[config.mk]
export PLATFORM = sky130hd
export DESIGN_NAME = shift_sequencer_16bit
export DESIGN_NICKNAME = d
export VERILOG_FILES = /design/src/rtl/shift_sequencer_16bit.sv
export SDC_FILE = /design/constraint.sdc
export NUM_CORES = 1
export LEC_CHECK = 0
export ABC_AREA = 1
export BUFFER_PORTS_ARGS = -buffer_cell sky130_fd_sc_hd__clkbuf_2
export CORE_MARGIN = 1
export CORE_UTILIZATION = 58
export DETAILED_ROUTE_END_ITERATION = 10
export PLACE_DENSITY = 0.82
export SETUP_SLACK_MARGIN = 0.05
export SLEW_MARGIN = 20
export SYNTH_ARGS = -nofsm -noshare
export SYNTH_HDL_FRONTEND = slang
export SYNTH_SLANG_ARGS = --single-unit
export TNS_END_PERCENT = 1
[constraint.sdc]
create_clock -name clk -period 1.8 [get_ports clk]
set_input_delay 0 -clock clk [delete_from_list [all_inputs] [get_ports clk]]
set_output_delay 0 -clock clk [all_outputs]
set_load 0.005 [all_outputs]
[src/rtl/shift_sequencer_16bit.sv]
// Multi-pass rotate sequencer: one command in, its word fed back through one 16-bit rotator once per clock,
// result after in_count cycles (0 = next cycle), held on out_* until out_ready; no command accepted meanwhile.

module shift_stage_16bit (
    input  logic [15:0] a,
    input  logic [3:0]  amt,
    input  logic        choice,
    output logic [15:0] y
);
    logic [31:0] w_dbl;
    logic [31:0] w_left;
    logic [31:0] w_right;

    // Doubling the word turns a rotate into a plain shift of the concatenation.
    assign w_dbl   = {a, a};
    assign w_left  = w_dbl << amt;
    assign w_right = w_dbl >> amt;
    assign y       = choice ? w_right[15:0] : w_left[31:16];
endmodule

module shift_sequencer_16bit #(
    parameter int CNT_W = 4
) (
    input  logic             clk,
    input  logic             reset_n,
    input  logic             in_valid,
    output logic             in_ready,
    input  logic [15:0]      in_data,
    input  logic [3:0]       in_amt,
    input  logic             in_dir,
    input  logic [CNT_W-1:0] in_count,
    output logic             out_valid,
    input  logic             out_ready,
    output logic [15:0]      out_data,
    output logic             busy
);
    typedef enum logic [1:0] {
        ST_IDLE = 2'd0,
        ST_RUN  = 2'd1,
        ST_DONE = 2'd2
    } state_t;

    state_t           r_state;
    state_t           w_state_nxt;
    logic [15:0]      r_acc;
    logic [3:0]       r_amt;
    logic             r_dir;
    logic [CNT_W-1:0] r_rem;
    logic [15:0]      w_stage;
    logic             w_accept;
    logic             w_last_pass;

    shift_stage_16bit u_stage (
        .a      (r_acc),
        .amt    (r_amt),
        .choice (r_dir),
        .y      (w_stage)
    );

    assign w_accept    = (r_state == ST_IDLE) && in_valid;
    // rem is never 0 in RUN; treating 0 like 1 keeps a corrupted count from wrapping.
    assign w_last_pass = (r_rem <= CNT_W'(1));

    always_ff @(posedge clk or negedge reset_n) begin
        if (!reset_n) begin
            r_state <= ST_IDLE;
        end else begin
            r_state <= w_state_nxt;
        end
    end

    always_comb begin
        w_state_nxt = r_state;
        case (r_state)
            ST_IDLE: begin
                if (in_valid) begin
                    w_state_nxt = (in_count == '0) ? ST_DONE : ST_RUN;
                end
            end
            ST_RUN: begin
                if (w_last_pass) begin
                    w_state_nxt = ST_DONE;
                end
            end
            ST_DONE: begin
                if (out_ready) begin
                    w_state_nxt = ST_IDLE;
                end
            end
            default: w_state_nxt = ST_IDLE;
        endcase
    end

    always_comb begin
        in_ready  = 1'b0;
        busy      = 1'b0;
        out_valid = 1'b0;
        case (r_state)
            ST_IDLE: in_ready  = 1'b1;
            ST_RUN:  busy      = 1'b1;
            ST_DONE: out_valid = 1'b1;
            default: in_ready  = 1'b0;
        endcase
    end

    always_ff @(posedge clk or negedge reset_n) begin
        if (!reset_n) begin
            r_acc <= 16'h0000;
            r_amt <= 4'd0;
            r_dir <= 1'b0;
            r_rem <= '0;
        end else if (w_accept) begin
            r_acc <= in_data;
            r_amt <= in_amt;
            r_dir <= in_dir;
            r_rem <= in_count;
        end else if (r_state == ST_RUN) begin
            r_acc <= w_stage;
            if (r_rem != '0) begin
                r_rem <= r_rem - CNT_W'(1);
            end
        end
    end

    assign out_data = r_acc;
endmodule

; Word level (Yosys, flattened, before mapping)
; Cells that the tools add are included.
[totals]
ff_bits = 27
out_inout_bits = 19
inputBits = 29
wordCells = 36
[classes]
n_addsub = 1
n_lt_le_gt_ge = 1
shift = 2
n_eq_ne = 5
mux = 14
n_reduce_logical = 8
[ops]
columns = operator, count
row1 = 16-bit two-way mux, 3
row2 = 32-bit by 4-bit << shifter with 32-bit output, 1
row3 = 32-bit by 4-bit >> shifter with 16-bit output, 1
row4 = 4-bit two-way mux, 3
row5 = 2-bit two-way mux, 4
row6 = "2-bit != test, second input constant", 3
row7 = 2-bit case mux with 3 select lines, 1
row8 = "4-bit by 1-bit less-or-equal comparator with 1-bit output, second input constant", 1
row9 = 4-bit zero test, 1
row10 = 2-bit nonzero test, 2
row11 = 4-bit nonzero test, 1
row12 = "4-bit by 1-bit subtractor with 4-bit output, second input constant", 1
row13 = 1-bit two-way mux, 3
row14 = 3-bit AND reduction, 1
row15 = "2-bit by 1-bit == test with 1-bit output, second input constant", 1
row16 = "2-bit == test, second input constant", 1
row17 = 2-bit zero test, 1
row18 = 2-bit AND reduction, 1
row19 = 1-bit logical AND, 1

; Logic depth before layout (Yosys ltp)
; Gate-level depths: netlist of the first run.
[depth]
ltp_word = 4
ltp_mapped = 11
mapped_depth_nobuf = 9

; Modules after synthesis
; From an unflattened synthesis of the first run, not the netlist that was laid out.
[hier_totals]
hier_cells = 473
area_unflattened_um2 = 2877.8
[by_module_without_submodules]
columns = module, area_each_um2, seq_area_each_um2, cells_each, n_inst
row1 = shift_stage_16bit, 1546.5, 0.0, 304, 1
row2 = shift_sequencer_16bit, 1331.3, 675.6, 169, 1

; Worst setup path before layout of the first run
; No wires, ideal clock.
[synth_timing]
kind = register -> register
start = register r_state[1]
end = register r_acc[10], in the netlist out_data[10]
setup_ns = 0.116
path_buffers = 2
path_slack_ns = 0.454
arrival_time_ns = 1.230
stages_incl_launch_ff = 11
path_cell_list = dfrtp_1 > inv_2 > nand2_4 > nor2_4 > buf_6 > inv_2 > buf_6 > o21ai_0 > inv_1 > nand2_1 > nand2_1
[synth_via]
elab_chain_cells = 3
[synth_lines]
columns = item, line_no
row1 = "start, declared", 43  ; state_t r_state;
row2 = "start signal, assigned", 68  ; r_state <= w_state_nxt;
row3 = 2-bit zero test, 60  ; assign w_accept = (r_state == ST_IDLE) && in_valid;
row4 = 1-bit logical AND, 60
row5 = 16-bit two-way mux or 2-bit nonzero test (tied branches), n/a
row6 = "end signal, assigned", 113  ; r_acc <= in_data;
row7 = "end signal, assigned", 118  ; r_acc <= w_stage;
row8 = "end, declared", 45  ; logic [15:0] r_acc;
; Parallel ways exist; a longest one is shown, timed or not.
; A chain may end at the register's enable or synchronous reset.

; Worst setup path after layout of the first run
[layout_timing]
start = register r_amt[0]
end = register r_acc[14], in the netlist out_data[14]
[layout_via]
elab_chain_cells = 4
[layout_lines]
columns = item, line_no
row1 = "start, declared", 46  ; logic [3:0] r_amt;
row2 = "start signal, assigned", 114  ; r_amt <= in_amt;
row3 = 32-bit by 4-bit << shifter with 32-bit output or 32-bit by 4-bit >> shifter with 16-bit output (tied branches), "16, 17"
row4 = 16-bit two-way mux (*), 18  ; assign y = choice ? w_right[15:0] : w_left[31:16];
row5 = 16-bit two-way mux (*), 117  ; end else if (r_state == ST_RUN) begin
row6 = 16-bit two-way mux (*), 112  ; end else if (w_accept) begin
; Mark *: on every way between the ends. The rest lies on a longest branch, timed or not. The select of a mux whose other input is x is not followed.

==> results of run 1 <==
## sequential cells by signal (all words and copies together), names as in the netlist
name and cells:
out_data 16, r_amt 4, r_rem 4, r_state 2, r_dir 1
## per-layer routing
metal	wire, µm	GRT usage [%]	up-vias
met3	948	4.444	43
met5	0	0	-
met2	4431	65.01	274
met4	379	16.99	0
li1	-	-	1721
met1	3958	51.98	1640
## logic make-up (layout without fill, tap and decap cells)
family | Yosys count | in the layout
DFF | 27 | 27
AOI/OAI and AO/OA | 16 | 16
adders and majority gates | 2 | 2
buffers and inverters | 49 | 102
and+or+nand+nor | 369 | 369
xor gates and xnor gates | 2 | 2
## worst max-delay path, stage by stage (launching register included)
cell and delay (ns):
dfrtp_1 0.50, buf_4 0.21, nand2_1 0.15, nand3_1 0.12, nand3_1 0.15, nand3_1 0.09, nand3_1 0.10, nand2_1 0.06
nand2_1 0.09, nand3_1 0.07
## through the flow
stage          hold slack (ns)  cells  power, µW
2_1_floorplan          -0.2956    465       5840
3_3_place_gp           0.07245    567       7179
3_5_place_dp           0.09806    567       7260
4_1_cts                0.02476    584       7664
5_1_grt                0.03487    585       8577
6_report               0.01982    585       7856
## cells in the final DEF, fill, tap and decap left out, types with 8 or more instances in the layout
cell,synthesis,layout
dlygate4sd3_1,0,13
nand3_1,229,229
nor2_1,8,8
nand2_1,105,105
o21ai_0,9,9
clkbuf_2,0,47
buf_4,1,17
inv_1,13,13
dfrtp_1,27,27
## layout make-up
| class | instances | area [µm²] | area share [%] |
|---|---|---|---|
| clock inverters | 1 | 5.005 | 0.1506 |
| repair buffers | 77 | 493.0 | 14.83 |
| multi-input cells | 389 | 1938 | 58.32 |
| well taps | 67 | 83.83 | 2.523 |
| inverters | 21 | 86.33 | 2.598 |
| clock buffers | 3 | 41.29 | 1.242 |
| flip-flops and latches | 27 | 675.6 | 20.33 |
## power by group through the flow
stage,clock network [µW],logic [µW],registers [µW]
3_5_place_dp,0,5920,1340
4_1_cts,374,5960,1330
3_3_place_gp,0,5850,1330
2_1_floorplan,0,4640,1200
6_report,376,6130,1350
5_1_grt,397,6810,1370
## final timing paths
check	startpoint	end	slack, ns	depth (start not counted)
setup / recovery	r_amt[0]$_DFFE_PN0P_	out_data[14]$_DFFE_PN0P_	0.16	9
hold / removal	in_data[13]	out_data[13]$_DFFE_PN0P_	0.02	4
setup reg to reg	r_amt[0]$_DFFE_PN0P_	out_data[14]$_DFFE_PN0P_	0.16	9
hold reg to reg	r_rem[3]$_DFFE_PN0P_	r_rem[3]$_DFFE_PN0P_	0.57	2
max in group asynchronous	reset_n	out_data[3]$_DFFE_PN0P_	1.02	2
min in group asynchronous	reset_n	out_data[13]$_DFFE_PN0P_	0.30	2
## synthesized netlist by cell type
library cell | number | area [µm²]
a21oi_1 | 1 | 5.000
buf_1 | 3 | 11.26
buf_12 | 1 | 20.02
buf_2 | 16 | 80.08
buf_4 | 1 | 7.510
buf_6 | 4 | 45.04
clkbuf_1 | 3 | 11.26
clkinv_1 | 1 | 3.750
dfrtp_1 | 27 | 675.7
ha_1 | 2 | 25.02
inv_1 | 13 | 48.80
inv_2 | 6 | 22.52
inv_8 | 1 | 11.26
nand2_1 | 105 | 394.1
nand2_2 | 3 | 18.77
nand2_4 | 7 | 78.83
nand3_1 | 229 | 1146
nand3b_1 | 2 | 15.01
nor2_1 | 8 | 30.03
nor2_4 | 3 | 33.78
nor2_8 | 1 | 20.02
nor3_1 | 3 | 15.01
nor4_1 | 1 | 6.260
o211ai_1 | 1 | 7.510
o21ai_0 | 9 | 45.04
o21ai_1 | 2 | 10.01
o221ai_1 | 2 | 17.52
o41ai_1 | 1 | 8.760
or2_2 | 7 | 43.79
xnor2_1 | 2 | 17.52
## repair_timing
action | 4_1_cts | 5_1_grt
setup endpoints to repair | 0 | 10
resized for setup | 0 | 0
buffers inserted | 0 | 1
hold buffers | 13 | 0
hold endpoints to repair | 39 | 0
==> results.toml, run 1 <==
[run_status]
status = "finished, final reports clean"

[setup_path]
worstSetupEndpointType = "flop"
worstPathMaxFanout = 6
crit_type = "reg -> reg"
arrival_ns = 1.82
cp-start-kind = "flop"
crit_required_ns = 1.98

[logic_synthesis]
yosys.area_share.adder_pct = 0.8703
synth_fp_nets = 496
synth_top_family_by_area = "simple AND/OR/NAND/NOR gates"
syn_inst = 465
syn-cell-area_um2 = 2875
synth.distinct_cells = 30
synth-compound-area-share_pct = 3.264
yosys.area_share.simple_pct = 62.66
ys_ff_latch = 27
synth-warning-count = 0
synthXorXnorAreaFrac_pct = 0.6092
avgSynthCellArea_um2 = 6.183
ys_seq_area_share_pct = 23.50
muxShareOfSynthArea_pct = 0

[sta]
max_freq_ghz = 0.6094
skew_ns = 0.01078
finalHoldViolations = 0
finalSetupViolCount = 0
tightest_slew_ns = 0.7391
setup_ws_ns = 0.1591
finalCriticalPeriod_ns = 1.641
rsz0062_at_grt = "yes"
tns_ns = 0
maxSlewViolCount = 0
finalCritPeriodShare_pct = 91.16
slew_headroom_pct = 50.73

[route]
ant_nets = 0
drt_pre_antenna_iters = 6
vias_per_cell = 6.287
routedWlPerCell_um = 16.61
routed_wl_um = 9717
drt_iter0_markers = 546
vias = 3678
drc = 0

[grt]
antenna_found_initial = 0
grt_pass1_wl_um = 16060
overflow = 0
grt_pass1_vias = 3358
grt_max_degree = 34
grt_use_total_pct = 39.38

[layout]
num-fill-cells = 446
final_nets = 550
syn_to_final_growth_pct = 15.58
drive_gt1_share_pct = 18.53
post-route-util_pct = 69.89
n_antenna_cell = 0
postLayoutCellArea_um2 = 3323

[pwr]
clockPowerShare_pct = 4.8
pwr-share-seq_pct = 17.2
vdd_drop_max_uv = 1252
combPwrFrac_pct = 78.1
p_int_uw = 3255
p_sw_share_pct = 58.57
p_leak_uw = 0.001695
p_switching_uw = 4601
cellPowerDensity_nw_per_um2 = 2364

[clock_network]
clk_path_buf_depth = 2
cts_max_level = 1
cts_sinks = 27
tritoncts = "done"
clk_pin_slew_worst_paths_ns = 0.11
clock_latency_ns = 0.29
cts_buffers = 3
clockRootBuffer = "clkbuf_8"

[placement]
port_buffers = 47
gp_congestion = 0.9896
place_area_um2 = 3139
hpwl_um = 6952
dp_slack_ns = 0.1678

[floorplanning]
rows = 25
die_x_um = 72.41
initial_utilization_pct = 60.47
coreArea_um2 = 4755
io_pins = 48
die_height_um = 72.41
fp.dieArea_um2 = 5243

[run]
max_cap_viol_count = 0

[worst_hold_path]
hp-class = "in -> reg"
No activity file was read; power rests on OpenSTA's default activity.
==> run 2: changes to the inputs <==
--- a/config.mk
+++ b/config.mk
@@ -5,12 +5,12 @@
 export SDC_FILE = /design/constraint.sdc
 export NUM_CORES = 1
 export LEC_CHECK = 0
-export ABC_AREA = 1
+export ABC_AREA = 0
 export BUFFER_PORTS_ARGS = -buffer_cell sky130_fd_sc_hd__clkbuf_2
 export CORE_MARGIN = 1
-export CORE_UTILIZATION = 58
+export CORE_UTILIZATION = 59
 export DETAILED_ROUTE_END_ITERATION = 10
-export PLACE_DENSITY = 0.82
+export PLACE_DENSITY_LB_ADDON = 0.12
 export SETUP_SLACK_MARGIN = 0.05
 export SLEW_MARGIN = 20
 export SYNTH_ARGS = -nofsm -noshare
==> results.toml, run 2 <==
[run_status]
status = "finished, violations left"
violations = "negative setup slack"

[worst_hold_path]
hp-class = "in -> reg"
worst_hold_path.endpoint = "out_data[8]$_DFFE_PN0P_"
hold_depth = 3
min_from = "in_data[8]"

[grt]
grt_use_total_pct = 43.43
grt_pass1_vias = 3886
antenna_found_initial = 0
overflow = 0
grt_max_degree = 31
grt_pass1_wl_um = 20180

[run]
max_cap_viol_count = 0

[pwr]
cellPowerDensity_nw_per_um2 = 2503
power_uw = 11510
p_leak_uw = 0.002006
vdd_drop_max_uv = 1488

[clock_network]
clk_pin_slew_worst_paths_ns = 0.11
tritoncts = "done"
clock_latency_ns = 0.29
cts_sinks = 27
post_cts_buffers = 0
clk_path_buf_depth = 2
cts_max_level = 1
cts_buffers = 3
clockRootBuffer = "clkbuf_8"

[setup_path]
rrSetupSlack_ns = -0.43
worstPathMaxFanout = 7
cp-start-kind = "flop"
r2r-end = "out_data[14]$_DFFE_PN0P_"
worstSetupEndpointType = "flop"
r2r_cells = 6
r2r_start = "r_amt[1]$_DFFE_PN0P_"
crit_type = "reg -> reg"
crit_required_ns = 1.99
arrival_ns = 2.42

[layout]
drive_gt1_share_pct = 44.02
num-fill-cells = 359
final_cells = 565
largest_reg_flops = 16
multi_input_area_um2 = 2561
register_area_um2 = 678.2
n_antenna_cell = 0
syn_to_final_growth_pct = 33.79
layout_common_cells = "buf_4 (90), clkbuf_2 (47), mux2i_1 (34)"
final_nets = 525
final_common_cell = "buf_4"
post-route-util_pct = 82.47

[logic_synthesis]
avgSynthCellArea_um2 = 9.114
synth_top_family_by_area = "multiplexers"
muxShareOfSynthArea_pct = 37.95
syn_inst = 377
synth_fp_nets = 408
synthXorXnorAreaFrac_pct = 0
synth-compound-area-share_pct = 18.28
synth-warning-count = 0
async_flop_share_pct = 100.0
synth.distinct_cells = 52
synth_edf_count = 0
synth_top_cell_area_share_pct = 19.66
yosys.area_share.adder_pct = 0.7283
syn-cell-area_um2 = 3436
ys.flop_type = "dfrtp_1"
synth_common_cells = "mux2i_1 (38), nand2_1 (31), clkbuf_1 (28)"
ys_seq_area_share_pct = 19.66
synthTopCellsByArea = "dfrtp_1 (20%), mux4_2 (17%), mux2i_1 (11%)"
ys_ff_latch = 27
synth.most_common_cell = "mux2i_1"
yosys.area_share.simple_pct = 15.62
yosysTopAreaCell = "dfrtp_1"

[floorplanning]
coreArea_um2 = 5574
die_height_um = 78.31
die_x_um = 78.31
initial_utilization_pct = 61.64
io_pins = 48
fp.dieArea_um2 = 6132
rows = 27

[route]
vias_per_cell = 6.873
ant_nets = 0
drc = 0
routedWlPerCell_um = 22.26
vias = 3883
drt_pre_antenna_iters = 5
drt_iter0_markers = 553
routed_wl_um = 12580

[sta]
finalSetupViolCount = 16
setup_ws_ns = -0.4275
tightest_slew_ns = 0.7395
max_freq_ghz = 0.4489
maxSlewViolCount = 0
finalHoldViolations = 0
slew_headroom_pct = 50.70
rsz0062_at_grt = "yes"
finalCriticalPeriod_ns = 2.228
skew_ns = 0.002835
finalCritPeriodShare_pct = 123.8

[placement]
gp_congestion = 0.9518
hpwl_um = 8967
dp.cells = 549
port_buffers = 47
[run 2: cell types whose count changed in the layout (fill, tap and decap cells not counted), moves of 16 or more]
cell,previous run,this run
mux2_2,0,16
nor2_1,8,27
nand3_1,229,12
nand2_1,105,31
mux2i_1,0,34
buf_4,17,90
a21oi_1,1,23
mux4_2,0,28
[run 2: kinds of logic (layout without fill, tap and decap cells)]
| group | Yosys count | after routing |
|---|---|---|
| adder cells (fa/ha/maj) | 2 | 2 |
| multiplexers | 86 | 86 |
| buffers and inverters | 55 | 171 |
| AND/OR/NAND/NOR | 112 | 112 |
| flip-flops | 27 | 27 |
| AO/OA/AOI/OAI | 95 | 95 |
[run 2: layout make-up]
class	instances	share of cell area [%]
Sequential cell	27	14.75
Timing Repair Buffer	158	25.78
Inverter	9	0.7349
Multi-Input combinational cell	295	55.72
Tap cell	72	1.960
Clock buffer	3	0.8982
Clock inverter	1	0.1633
[run 2: critical path, stage by stage, from the launching register on]
cell and delay, ns:
dfrtp_2 0.50, mux4_1 0.68, nand2b_1 0.23, a31oi_1 0.21, a2111oi_2 0.09, buf_4 0.15, o31a_1 0.26
[run 2: power breakdown]
| part | internal, µW | switching, µW | leakage (µW) |
|---|---|---|---|
| Combinational | 4910 | 4860 | 0.00167 |
| Sequential | 928 | 414 | 0.000316 |
| Clock | 159 | 243 | 0.0000217 |
| Total | 5990 | 5510 | 0.00201 |
[run 2: stage by stage]
step / setup slack (ns) / hold WS (ns) / cell area (µm²) / setup TNS, ns
after global routing: -0.4630 / 0.03412 / 4597 / -5.472
after floorplan: -0.2230 / -0.2956 / 3436 / -1.408
after global placement: -0.4027 / 0.09158 / 4349 / -3.548
after CTS: -0.3633 / 0.02501 / 4564 / -3.778
final: -0.4275 / 0.02223 / 4597 / -4.539
after detailed placement: -0.4206 / 0.08042 / 4349 / -4.042
[run 2: per-layer routing]
metal	vias to the layer above	part of all wire, %	global-route usage, %
met5	-	0	0
met1	1841	38	55.15
met3	68	9.7	6.512
met4	0	4.7	21.11
li1	1675	-	-
met2	299	48	72.46
[run 2: timing repair]
item                                   in CTS  in global routing
setup endpoints to repair                  16                 18
pin swaps                                   5                  1
gates resized for setup                    14                  7
hold buffers                               12                  0
endpoints found under the hold margin      38                  0
[run 2: how the worst max path moves through the flow]
stage          slack (ns)                  endpoint                  from  depth (start not counted)
2_1_floorplan       -0.22  out_data[12]$_DFFE_PN0P_  r_amt[1]$_DFFE_PN0P_                          6
3_3_place_gp        -0.40  out_data[14]$_DFFE_PN0P_  r_amt[1]$_DFFE_PN0P_                          8
3_5_place_dp        -0.42  out_data[14]$_DFFE_PN0P_  r_amt[1]$_DFFE_PN0P_                          8
4_1_cts             -0.36  out_data[14]$_DFFE_PN0P_  r_amt[1]$_DFFE_PN0P_                          6
5_1_grt             -0.46  out_data[12]$_DFFE_PN0P_  r_amt[1]$_DFFE_PN0P_                          6
6_report            -0.43  out_data[14]$_DFFE_PN0P_  r_amt[1]$_DFFE_PN0P_                          6
==> run 3: changes to the inputs <==
--- a/config.mk
+++ b/config.mk
@@ -5,10 +5,10 @@
 export SDC_FILE = /design/constraint.sdc
 export NUM_CORES = 1
 export LEC_CHECK = 0
-export ABC_AREA = 0
+export ABC_AREA = 1
 export BUFFER_PORTS_ARGS = -buffer_cell sky130_fd_sc_hd__clkbuf_2
-export CORE_MARGIN = 1
-export CORE_UTILIZATION = 59
+export CORE_MARGIN = 1.5
+export CORE_UTILIZATION = 58
 export DETAILED_ROUTE_END_ITERATION = 10
 export PLACE_DENSITY_LB_ADDON = 0.12
 export SETUP_SLACK_MARGIN = 0.05
==> results.toml, run 3 (synthesis results as in run 1) <==
[pwr]
combPwrFrac_pct = 77.6
p_sw_share_pct = 58.38
p_int_uw = 3235
vdd_drop_max_uv = 1215
clockPowerShare_pct = 5.1
p_switching_uw = 4537
pwr-share-seq_pct = 17.4
cellPowerDensity_nw_per_um2 = 2342
p_leak_uw = 0.001692
power_uw = 7773

[sta]
slew_headroom_pct = 52.13
tns_ns = 0
skew_ns = 0.002650
rsz0062_at_grt = "yes"
finalCritPeriodShare_pct = 91.21
finalCriticalPeriod_ns = 1.642
tightest_slew_ns = 0.7180
maxSlewViolCount = 0
finalHoldViolations = 0
finalSetupViolCount = 0
max_freq_ghz = 0.6091

[route]
ant_nets = 0
vias_per_cell = 6.228
vias = 3631
drc = 0
drt_pre_antenna_iters = 6
routed_wl_um = 9231
drt_iter0_markers = 695
routedWlPerCell_um = 15.83

[placement]
port_buffers = 47
gp_congestion = 1.096
dp.cells = 565
place_area_um2 = 3124
hpwl_um = 6708

[worst_hold_path]
hp-class = "in -> reg"

[setup_path]
slowest_stage = "dfrtp_1"
crit_type = "reg -> reg"
path_cells = "inv_2 -> nand2_4 -> nor2_4 -> buf_4 -> nor2_8 -> inv_2 -> buf_4 -> nand2_1 -> nand3_1"
arrival_ns = 1.83
crit_required_ns = 1.98
worstSetupEndpointType = "flop"
cpPeakStageDelay_ns = 0.41
critPathTopFamily = "buffers and inverters"
path_buf_inv = 4
cp-start-kind = "flop"
worstPathMaxFanout = 18

[floorplanning]
rows = 25
die_x_um = 73.41
fp.dieArea_um2 = 5389
coreArea_um2 = 4755
io_pins = 48
die_height_um = 73.41
initial_utilization_pct = 60.47

[layout]
postLayoutCellArea_um2 = 3319
post-route-util_pct = 69.82
final_common_cell = "nand3_1"
multi_input_area_um2 = 1938
n_antenna_cell = 0
num-fill-cells = 477
syn_to_final_growth_pct = 15.45
largest_reg_flops = 16
final_nets = 548
register_area_um2 = 676.9
final_cells = 583
layout_common_cells = "nand3_1 (229), nand2_1 (105), clkbuf_2 (47)"
drive_gt1_share_pct = 18.22

[clock_network]
clockRootBuffer = "clkbuf_8"
clk_path_buf_depth = 2
cts_max_level = 1
tritoncts = "done"
clock_latency_ns = 0.29
clk_pin_slew_worst_paths_ns = 0.11
cts_sinks = 27
cts_buffers = 3

[run_status]
status = "finished, final reports clean"

[run]
max_cap_viol_count = 0

[grt]
overflow = 0
grt_max_degree = 34
antenna_found_initial = 0
grt_use_total_pct = 36.25
grt_pass1_vias = 3298
grt_pass1_wl_um = 15120
[run 3: changes by cell type in the layout (fill, tap and decap cells not counted), moves of 19 or more]
cell,before,now
mux2i_1,34,0
nand3_1,12,229
nand2_1,31,105
nor2_1,27,8
a21oi_1,23,1
buf_4,90,14
mux4_2,28,0
[run 3: worst paths after layout]
| kind | start | to | slack (ns) | depth (start not counted) |
|---|---|---|---|---|
| setup / recovery | r_state[0]$_DFFE_PN0P_ | out_data[0]$_DFFE_PN0P_ | 0.16 | 9 |
| hold / removal | in_data[7] | out_data[7]$_DFFE_PN0P_ | 0.001 | 5 |
| setup reg to reg | r_state[0]$_DFFE_PN0P_ | out_data[0]$_DFFE_PN0P_ | 0.16 | 9 |
| hold reg to reg | r_rem[3]$_DFFE_PN0P_ | r_rem[3]$_DFFE_PN0P_ | 0.57 | 2 |
| max in group asynchronous | reset_n | r_amt[0]$_DFFE_PN0P_ | 1.03 | 2 |
| min in group asynchronous | reset_n | out_data[1]$_DFFE_PN0P_ | 0.27 | 2 |
[run 3: what timing repair did]
action	4_1_cts	5_1_grt
hold buffers	13	0
endpoints found under the hold margin	39	0
setup buffers	0	1
setup endpoints to repair	0	16
resized for setup	0	3
[run 3: cell type report]
| cell class | count | share of cell area (%) |
|---|---|---|
| clock inverters | 1 | 0.2262 |
| flip-flops and latches | 27 | 20.39 |
| clock buffers | 3 | 1.244 |
| multi-input cells | 389 | 58.39 |
| repair buffers | 75 | 14.55 |
| inverters | 21 | 2.676 |
| well taps | 67 | 2.525 |
[run 3: worst register-to-register path, stage by stage, from the launching register on]
cell and delay (ns):
dfrtp_1 0.41, inv_2 0.06, nand2_4 0.09, nor2_4 0.05, buf_4 0.20, nor2_8 0.26, inv_2 0.12, buf_4 0.21
nand2_1 0.08, nand3_1 0.07
[run 3: layer usage]
metal	GRT usage [%]	share of wire, %	vias up
met2	59.90	46	240
met1	46.10	39	1622
met3	5.761	9.6	45
met5	0	0	-
li1	-	-	1724
met4	17.28	4.8	0
[run 3: through the flow]
stage | worst slack, ns | hold slack [ns]
floorplan | 0.4536 | -0.2956
global placement | 0.2054 | 0.07765
detailed placement | 0.1747 | 0.08433
CTS | 0.1485 | 0.001248
global route | 0.03885 | 0.02044
finish | 0.1583 | 0.001119
[run 3: power groups by stage]
stage          Sequential [µW]  Clock, µW  Combinational, µW
2_1_floorplan             1200          0               4640
3_3_place_gp              1340          0               5720
3_5_place_dp              1350          0               5830
4_1_cts                   1340        395               5860
5_1_grt                   1390        421               6730
6_report                  1350        396               6030
